`src/rtl/cordic_pkg.sv`:
```
// Shared CORDIC constants: angle format, arctangent table and FSM states.
package cordic_pkg;

    // Angle format: 2^ANG_FRAC LSB per radian
    localparam int ANG_FRAC   = 14;
    localparam int PI_2       = 25736;
    localparam int PI         = 2 * PI_2;

    // atan(2^-i) in angle LSBs, i = 0..13
    localparam int ATAN_DEPTH = 14;
    localparam int ATAN_TAB [ATAN_DEPTH] = '{
        12868, 7596, 4014, 2037, 1023, 512, 256,
        128,   64,   32,   16,   8,    4,   2
    };

    typedef enum logic [1:0] {
        S_IDLE,
        S_ROTATE,
        S_DONE
    } state_t;

endpackage

```
`src/rtl/cordic_atan_rom.sv`:
```
// Combinational arctangent lookup indexed by iteration number.
module cordic_atan_rom
    import cordic_pkg::*;
#(
    parameter int BITS = 16,
    parameter int SW   = 4
) (
    input  logic [SW-1:0]   step,
    output logic [BITS-1:0] atan
);

    // Table lookup; steps beyond the table contribute no rotation
    always_comb begin
        atan = '0;
        if (int'(step) < ATAN_DEPTH) begin
            atan = BITS'(ATAN_TAB[step]);
        end
    end

endmodule

```
`src/rtl/cordic_vectoring.sv`:
```
// Iterative vectoring-mode CORDIC: (x,y) -> (K*|v|, atan2(y,x)), one step per clock.
module cordic_vectoring
    import cordic_pkg::*;
#(
    parameter int BITS  = 16,
    parameter int STEPS = 14
) (
    input  logic                clk,
    input  logic                rst,
    input  logic signed [BITS:0] x_in,
    input  logic signed [BITS:0] y_in,
    input  logic                in_valid,
    output logic                in_ready,
    output logic [BITS+2:0]     mag,
    output logic signed [BITS:0] angle,
    output logic                out_valid,
    input  logic                out_ready
);

    localparam int W  = BITS + 3;   // headroom for gain K and negating the minimum input
    localparam int ZW = BITS + 2;   // angle accumulator, wide enough for PI + atan[0]
    localparam int SW = 4;

    state_t                 state_q, state_d;
    logic [SW-1:0]          step_q, step_d;
    logic signed [W-1:0]    x_q, x_d, y_q, y_d;
    logic signed [ZW-1:0]   z_q, z_d;
    logic                   zero_q, zero_d;
    logic [W-1:0]           mag_q, mag_d;
    logic signed [BITS:0]   angle_q, angle_d;
    logic                   out_valid_q, out_valid_d;

    logic [BITS-1:0]        atan;
    logic signed [ZW-1:0]   atan_ext;
    logic signed [W-1:0]    x_ext, y_ext, x_sh, y_sh;
    logic                   accept;

    cordic_atan_rom #(.BITS(BITS), .SW(SW)) u_rom (
        .step (step_q),
        .atan (atan)
    );

    assign in_ready = (state_q == S_IDLE) | ((state_q == S_DONE) & out_ready);
    assign accept   = in_valid & in_ready;

    assign x_ext    = W'(x_in);
    assign y_ext    = W'(y_in);
    assign x_sh     = x_q >>> step_q;
    assign y_sh     = y_q >>> step_q;
    assign atan_ext = $signed({{(ZW-BITS){1'b0}}, atan});

    assign mag       = mag_q;
    assign angle     = angle_q;
    assign out_valid = out_valid_q;

    // Next-state: operand load (with left-half-plane fold), micro-rotation, result capture
    always_comb begin
        state_d     = state_q;
        step_d      = step_q;
        x_d         = x_q;
        y_d         = y_q;
        z_d         = z_q;
        zero_d      = zero_q;
        mag_d       = mag_q;
        angle_d     = angle_q;
        out_valid_d = out_valid_q;

        case (state_q)
            S_IDLE, S_DONE: begin
                if (accept) begin
                    // Fold x<0 into the right half-plane by a PI rotation so CORDIC converges
                    if (x_in[BITS]) begin
                        x_d = -x_ext;
                        y_d = -y_ext;
                        z_d = y_in[BITS] ? -ZW'(PI) : ZW'(PI);
                    end else begin
                        x_d = x_ext;
                        y_d = y_ext;
                        z_d = '0;
                    end
                    zero_d      = (x_in == '0) && (y_in == '0);
                    step_d      = '0;
                    out_valid_d = 1'b0;
                    state_d     = S_ROTATE;
                end else if (state_q == S_DONE && out_ready) begin
                    out_valid_d = 1'b0;
                    state_d     = S_IDLE;
                end
            end
            S_ROTATE: begin
                // Drive y toward zero; z accumulates the rotation applied
                if (!y_q[W-1]) begin
                    x_d = x_q + y_sh;
                    y_d = y_q - x_sh;
                    z_d = z_q + atan_ext;
                end else begin
                    x_d = x_q - y_sh;
                    y_d = y_q + x_sh;
                    z_d = z_q - atan_ext;
                end
                step_d = step_q + 1'b1;
                if (step_q == SW'(STEPS - 1)) begin
                    mag_d       = x_d;
                    angle_d     = zero_q ? '0 : z_d[BITS:0];
                    out_valid_d = 1'b1;
                    state_d     = S_DONE;
                end
            end
            default: begin
                state_d     = S_IDLE;
                out_valid_d = 1'b0;
            end
        endcase
    end

    // State and datapath registers with synchronous reset
    always_ff @(posedge clk) begin
        if (rst) begin
            state_q     <= S_IDLE;
            step_q      <= '0;
            x_q         <= '0;
            y_q         <= '0;
            z_q         <= '0;
            zero_q      <= 1'b0;
            mag_q       <= '0;
            angle_q     <= '0;
            out_valid_q <= 1'b0;
        end else begin
            state_q     <= state_d;
            step_q      <= step_d;
            x_q         <= x_d;
            y_q         <= y_d;
            z_q         <= z_d;
            zero_q      <= zero_d;
            mag_q       <= mag_d;
            angle_q     <= angle_d;
            out_valid_q <= out_valid_d;
        end
    end

endmodule

```
`config.mk`:
```
export PLATFORM = sky130hd
export DESIGN_NAME = cordic_vectoring
export DESIGN_NICKNAME = d
export VERILOG_FILES = /design/src/rtl/cordic_pkg.sv /design/src/rtl/cordic_atan_rom.sv /design/src/rtl/cordic_vectoring.sv
export SDC_FILE = /design/constraint.sdc
export NUM_CORES = 1
export LEC_CHECK = 0
export ABC_CLOCK_PERIOD_IN_PS = 14460
export CORE_ASPECT_RATIO = 0.5
export CORE_MARGIN = 3
export CORE_UTILIZATION = 50
export DETAILED_ROUTE_END_ITERATION = 16
export GPL_TIMING_DRIVEN = 0
export PLACE_DENSITY_LB_ADDON = 0.2
export SYNTH_ARGS = -nofsm -noshare
export SYNTH_HDL_FRONTEND = slang
export SYNTH_SLANG_ARGS = --single-unit
```
`constraint.sdc`:
```
create_clock -name clk -period 14.46 [get_ports clk]
set_input_delay 2.892 -clock clk [delete_from_list [all_inputs] [get_ports clk]]
set_output_delay 2.892 -clock clk [all_outputs]
set_load 0.05 [all_outputs]
```
# Yosys cells after proc, flatten, opt, wreduce, memory -nomap -nowiden
# Memory sizes are Yosys's and may differ from the RTL's.
# Cells that the tools add are included.
totals:
  regBits: 100
  rom_bits: 512
  in_bits: 38
  output_inout_bits: 38
  wordCells: 71
  mem_count: 1
classes:
  n_addsub: 9
  order_cmp: 2
  eq_ne: 6
  n_shift: 2
  n_mux: 27
  n_bitwise: 4
  n_reduce_logical: 11
memory_table:
  columns: ["name", "words", "word_bits", "read_ports", "rd_ports_with_merged_regs", "write_ports", "line_no", "text"]
  rows:
  - ["(name not given)", 16, 32, 1, 0, 0, "cordic_atan_rom.sv:16", "atan = BITS'(ATAN_TAB[step]);"]
ops:
  columns: ["operator", "count"]
  rows:
  - ["19-bit 2-to-1 mux", 6]
  - ["19-bit one-hot mux with 2 select lines", 2]
  - ["18-bit 2-to-1 mux", 4]
  - ["16-bit 2-to-1 mux", 3]
  - ["19-bit adder", 2]
  - ["17-bit negation with 19-bit output", 2]
  - ["19-bit by 4-bit >>> shifter with 19-bit output", 2]
  - ["19-bit subtractor", 2]
  - ["18-bit one-hot mux with 2 select lines", 1]
  - ["17-bit logical NOT", 2]
  - ["18-bit by 17-bit adder with 18-bit output", 1]
  - ["18-bit by 17-bit subtractor with 18-bit output", 1]
  - ["17-bit 2-to-1 mux", 1]
  - ["4-bit one-hot mux with 2 select lines", 1]
  - ["2-bit AND reduction", 4]
  - ["2-bit 2-to-1 mux", 3]
  - ["5-bit greater-or-equal comparator, second input constant", 1]
  - ["4-bit inverter with 5-bit output", 1]
  - ["4-bit by 1-bit adder with 4-bit output, second input constant", 1]
  - ["4-bit equality test, second input constant", 1]
  - ["4-bit < comparator, second input constant", 1]
  - ["4-bit 2-to-1 mux", 1]
  - ["2-bit inequality test, second input constant", 2]
  - ["2-bit one-hot mux with 2 select lines", 1]
  - ["11 further kinds", 15]

# Longest topological paths before layout
logic_depth:
  ltp_word: 8
  mapped_depth: 25
  depth_no_buf: 22

# Cells and area by module
# From an unflattened synthesis, not the netlist that was laid out.
unflattened:
  hier_cells: 1310
  area_unflattened_um2: 10157.2
modules_own_cells:
  columns: ["mod", "n_inst", "cells_each", "area_per_inst_um2", "seq_area_each_um2"]
  rows:
  - ["cordic_vectoring", 1, 1266, 9850.7, 1961.9]
  - ["cordic_atan_rom", 1, 44, 306.5, 0.0]

# Least setup slack after synthesis
# No wires, ideal clock.
synth_path:
  path_kind: "input port to output port"
  start: "input port out_ready"
  end: "output port in_ready"
  arrival_ns: 3.763
  setup_slack_ns: 7.805
  cell_stages: 2
  n_path_buf: 0
  cell_sequence: "inv_1 -> a21oi_1"
synth_via:
  elab_chain_cells: 2
synth_rtl:
  columns: ["element", "line_no", "text"]
  rows:
  - ["start: declaration", "cordic_vectoring.sv:17", "input logic out_ready"]
  - ["1-bit bitwise AND", "cordic_vectoring.sv:43", "assign in_ready = (state_q == S_IDLE) | ((state_q == S_DONE) & out_ready);"]
  - ["1-bit OR", "cordic_vectoring.sv:43", null]
  - ["end: declaration", "cordic_vectoring.sv:13", "output logic in_ready,"]
# No other way between the ends.

# Worst setup path after layout
layout_path:
  start: "register step_q[3]"
  end: "register mag_q[18] (netlist: mag[18])"
layout_via:
  elab_chain_cells: 3
  elab_cells_between_ends: 6
  classes_between: "add/sub: 2; eq/ne: 1; shift: 1; mux: 1; reduce/logical: 1"
layout_rtl:
  columns: ["element", "line_no", "text"]
  rows:
  - ["start: declaration", "cordic_vectoring.sv:25", "logic [SW-1:0] step_q, step_d;"]
  - ["start signal: assignment", "cordic_vectoring.sv:130", "step_q <= step_d;"]
  - ["19-bit by 4-bit >>> shifter with 19-bit output", "cordic_vectoring.sv:49", "assign y_sh = y_q >>> step_q;"]
  - ["19-bit adder or 19-bit subtractor (tied branches)", "cordic_vectoring.sv:93, cordic_vectoring.sv:97", null]
  - ["19-bit 2-to-1 mux", "cordic_vectoring.sv:92", "if (!y_q[W-1]) begin"]
  - ["end signal: assignment", "cordic_vectoring.sv:135", "mag_q <= mag_d;"]
  - ["end: declaration", "cordic_vectoring.sv:29", "logic [W-1:0] mag_q, mag_d;"]
# Parallel ways exist; a longest one is shown, timed or not.
# A chain may end at the register's enable or synchronous reset.

==> qor.tcl <==
set qor(status) {complete, no violations}
set qor(data_arrival_at_the_endpoint_of_the_critical_path_ns) 8.22
set qor(synth_area_um2) 10240
set qor(clock_path_buffers) 2
set qor(holdCritStartpoint) {mag[8]}
set qor(switching_portion_of_total_power) 0.5177
set qor(post_synth.cell_area_avg_um2) 7.686
set qor(tritoncts_buffer_count) 9
set qor(final_period_util) 0.5488
set qor(h-tree-depth) 3
set qor(criticalPathCategory) {register to register}
set qor(power.share.combinational) 0.658
set qor(worst_clock_skew_ns) 0.01392
set qor(drc) 0
set qor(setup_viol) 0
set qor(p_leak_nw) 4.469
set qor(synthToLayoutAreaGrowth_pct) 13.42
set qor(slew_violations) 0
set qor(post-synth-top-area-fraction) 0.1916
set qor(r2r-start) {step_q[3]}
set qor(area_of_the_die_um2) 22330
set qor(net-switching-power_mw) 0.9697
set qor(seq_power_share) 0.207
set qor(die_w_um) 208.4
set qor(post_synth_main_area_contributors) {sky130_fd_sc_hd__dfxtp_1 19%, sky130_fd_sc_hd__ha_1 8.2%, sky130_fd_sc_hd__a21oi_1 5.7%}
set qor(synth.lib_cells_used.distinct) 80
set qor(max-cap-violations) 0
set qor(cell_internal_pwr_mw) 0.9035
set qor(synth_fp_nets) 1440
set qor(worst_path_slowest_cell) {sky130_fd_sc_hd__clkbuf_1}
set qor(synth_seq_cells) 98
set qor(num_rows) 36
set qor(cts_sinks) 98
set qor(drt_pre_antenna_iters) 7
set qor(cpPeakStageDelay_ns) 0.65
set qor(ant_nets) 0
set qor(post_cts_resized) 0
set qor(finalCriticalPeriod_ns) 7.935
set qor(postSynth.asyncResetShare) 0
set qor(crit_family) {buffers and inverters}
set qor(synth_most_common_cell) {sky130_fd_sc_hd__nor2_1}
set qor(antennaDiodeCount) 0
set qor(setup.worst_path.start) {step_q[3]}
set qor(critPathMaxFanout) 10
set qor(critical_path.n_buffers_inverters) 8
set qor(floorplan.die.height_um) 107.2
set qor(vias_in_the_first_global_route) 10600
set qor(clock_tree_from_tritoncts) {built}
set qor(timing.final.hold_violations) 0
set qor(synthCells) 1332
set qor(drt-vias-per-instance) 6.714
set qor(final_estimated_routing_congestion_in_global_placement) 1.009
set qor(share_clk_of_total_power) 0.135
set qor(setup.worst_path.start_class) {register}
set qor(num-nets-final) 1525
set qor(drt_iter0_markers) 1495
set qor(fraction_of_layout_instances_using_a_drive_strength_above_1) 0.07595
set qor(power_density_nw_per_um2) 161.3
set qor(rsz0062_at_grt) {no}
set qor(top_cells_by_instance_count_after_synthesis) {152 x sky130_fd_sc_hd__nor2_1, 141 x sky130_fd_sc_hd__nand2_1, 117 x sky130_fd_sc_hd__a21oi_1}
set qor(timing_worst_slew_pin_value_ns) 1.096
set qor(grt_antenna_before_repair) 0
set qor(grt_max_degree) 19
set qor(io_pins) 76
set qor(timing.slew.headroom) 0.2667
set qor(path_clk_slew_ns) 0.08
set qor(cts.root.buffer_cell) {sky130_fd_sc_hd__clkbuf_16}
set qor(final_critical_path_setup_slack_ns) 6.525
set qor(port_buffers) 74
set qor(setup.worst_path.end_class) {register}
set qor(drt-total-wl_um) 42030
set qor(core_footprint_um2) 19770
set qor(hold_buffers) 0
set qor(synth-warning-count) 0
set qor(via_count) 11330
set qor(clkLatencyLatePin_ns) 0.39
set qor(sequential_cell_area_fraction_in_the_yosys_report) 0.1916
set qor(maxClockFrequency_ghz) 0.1260
set qor(post_cts_buffers) 0
set qor(yosysTopAreaCell) {sky130_fd_sc_hd__dfxtp_1}
set qor(wire_length_of_the_first_global_routing_pass_um) 63750
set qor(setup-tns-final_ns) 0
set qor(global_route.overflow_total) 0
set qor(synth-edff-count) 0
set qor(route.detailed.wl_per_inst_um) 24.90
set qor(holdCritPathClass) {register to register}
set qor(floorplan.initialDensity) 0.5177
set qor(worstPathRequired_ns) 14.75
set qor(grt_use_total) 0.3739
set qor(hpwlAfterDp_um) 33080
set qor(ys_dominant_reg_cell) {sky130_fd_sc_hd__dfxtp_1}
set qor(dp_worst_setup_slack_ns) 6.820
set qor(irDropWorstVdd_v) 0.00008847
-- routing by layer --
metal  wire length [um]  track usage  part of all wire  up-vias
met3               6095       0.1231              0.15      116
li1                   -            -                 -     5050
met5                  0            0                 0        -
met1              17950       0.5366              0.43     5420
met2              16430       0.5175              0.39      748
met4               1547       0.1355             0.037        0
-- flip-flops by register name, indices dropped and copies added, names as in the netlist --
signal   flops
angle       17
mag         19
state_q      2
step_q       4
x_q         19
y_q         19
z_q         17
zero_q       1
-- power by group through the flow --
stage | Clock, mW | Combinational (mW) | Sequential (mW)
6_report | 0.253 | 1.23 | 0.387
5_1_grt | 0.262 | 1.33 | 0.387
4_1_cts | 0.253 | 1.19 | 0.381
3_5_place_dp | 0 | 1.18 | 0.387
3_3_place_gp | 0 | 1.16 | 0.389
2_1_floorplan | 0 | 0.870 | 0.341
-- worst min-delay path, stage by stage (launching register included) --
cell                      delay [ns]
sky130_fd_sc_hd__dfxtp_1        0.31
sky130_fd_sc_hd__nand2_1        0.05
sky130_fd_sc_hd__a21oi_1        0.05
-- cell usage in the layout (no fill, tap or decap), types with 14 or more instances in the layout --
cell type / n
sky130_fd_sc_hd__clkdlybuf4s50_1: 74
sky130_fd_sc_hd__ha_1: 67
sky130_fd_sc_hd__mux2i_1: 23
sky130_fd_sc_hd__a21oi_1: 117
sky130_fd_sc_hd__nand2_1: 141
sky130_fd_sc_hd__xor2_1: 50
sky130_fd_sc_hd__o21ai_0: 89
sky130_fd_sc_hd__or3_1: 14
sky130_fd_sc_hd__xnor2_1: 57
sky130_fd_sc_hd__dfxtp_1: 98
sky130_fd_sc_hd__nand2b_1: 19
sky130_fd_sc_hd__a211oi_1: 35
sky130_fd_sc_hd__nand3_1: 17
sky130_fd_sc_hd__a31oi_1: 21
sky130_fd_sc_hd__buf_1: 15
sky130_fd_sc_hd__clkbuf_1: 49
sky130_fd_sc_hd__o22ai_1: 17
sky130_fd_sc_hd__nor3_1: 26
sky130_fd_sc_hd__nor2_1: 152
sky130_fd_sc_hd__mux4_2: 25
sky130_fd_sc_hd__mux2_2: 21
sky130_fd_sc_hd__inv_1: 33
sky130_fd_sc_hd__a21o_1: 16
sky130_fd_sc_hd__nor2b_1: 15
-- through the flow --
stage | utilization | cells | instance area [um2] | total power [mW] | hold WS [ns]
after global routing | 0.5872 | 1688 | 11610 | 1.979 | 0.4846
final | 0.5872 | 1688 | 11610 | 1.873 | 0.4583
after CTS | 0.5872 | 1688 | 11610 | 1.824 | 0.4608
after floorplan | - | 1332 | 10240 | 1.211 | 0.4522
after global placement | 0.5720 | 1672 | 11310 | 1.552 | 0.4458
after detailed placement | 0.5720 | 1672 | 11310 | 1.566 | 0.4502
-- area by class of cell --
type                    instances  area [um2]
multi-input cells            1115        7749
repair buffers                 74       740.7
inverters                      33       123.9
fillers                      1829        8163
clock inverters                 6       61.31
clock buffers                  10       239.0
well taps                     266       332.8
plain buffers                  86       402.9
flip-flops and latches         98        1962
-- logic make-up (layout without fill, tap and decap cells) --
family,Yosys count,after routing,synth area share
AND/OR/NAND/NOR,458,458,0.2119
XOR/XNOR,108,108,0.09423
AO/OA/AOI/OAI,407,407,0.2554
adder cells (fa/ha/maj),70,70,0.08775
multiplexers,72,72,0.1076
buffers and inverters,119,209,0.05145
flip-flops,98,98,0.1916
-- final timing paths --
check / to / cells after the start / slack [ns]
max: mag[18] / 25 / 6.52
max reg2reg: mag[18] / 25 / 6.52
min: mag[8] / 2 / 0.46
min reg2reg: mag[8] / 2 / 0.46
Power figures use the tool's default switching activity.
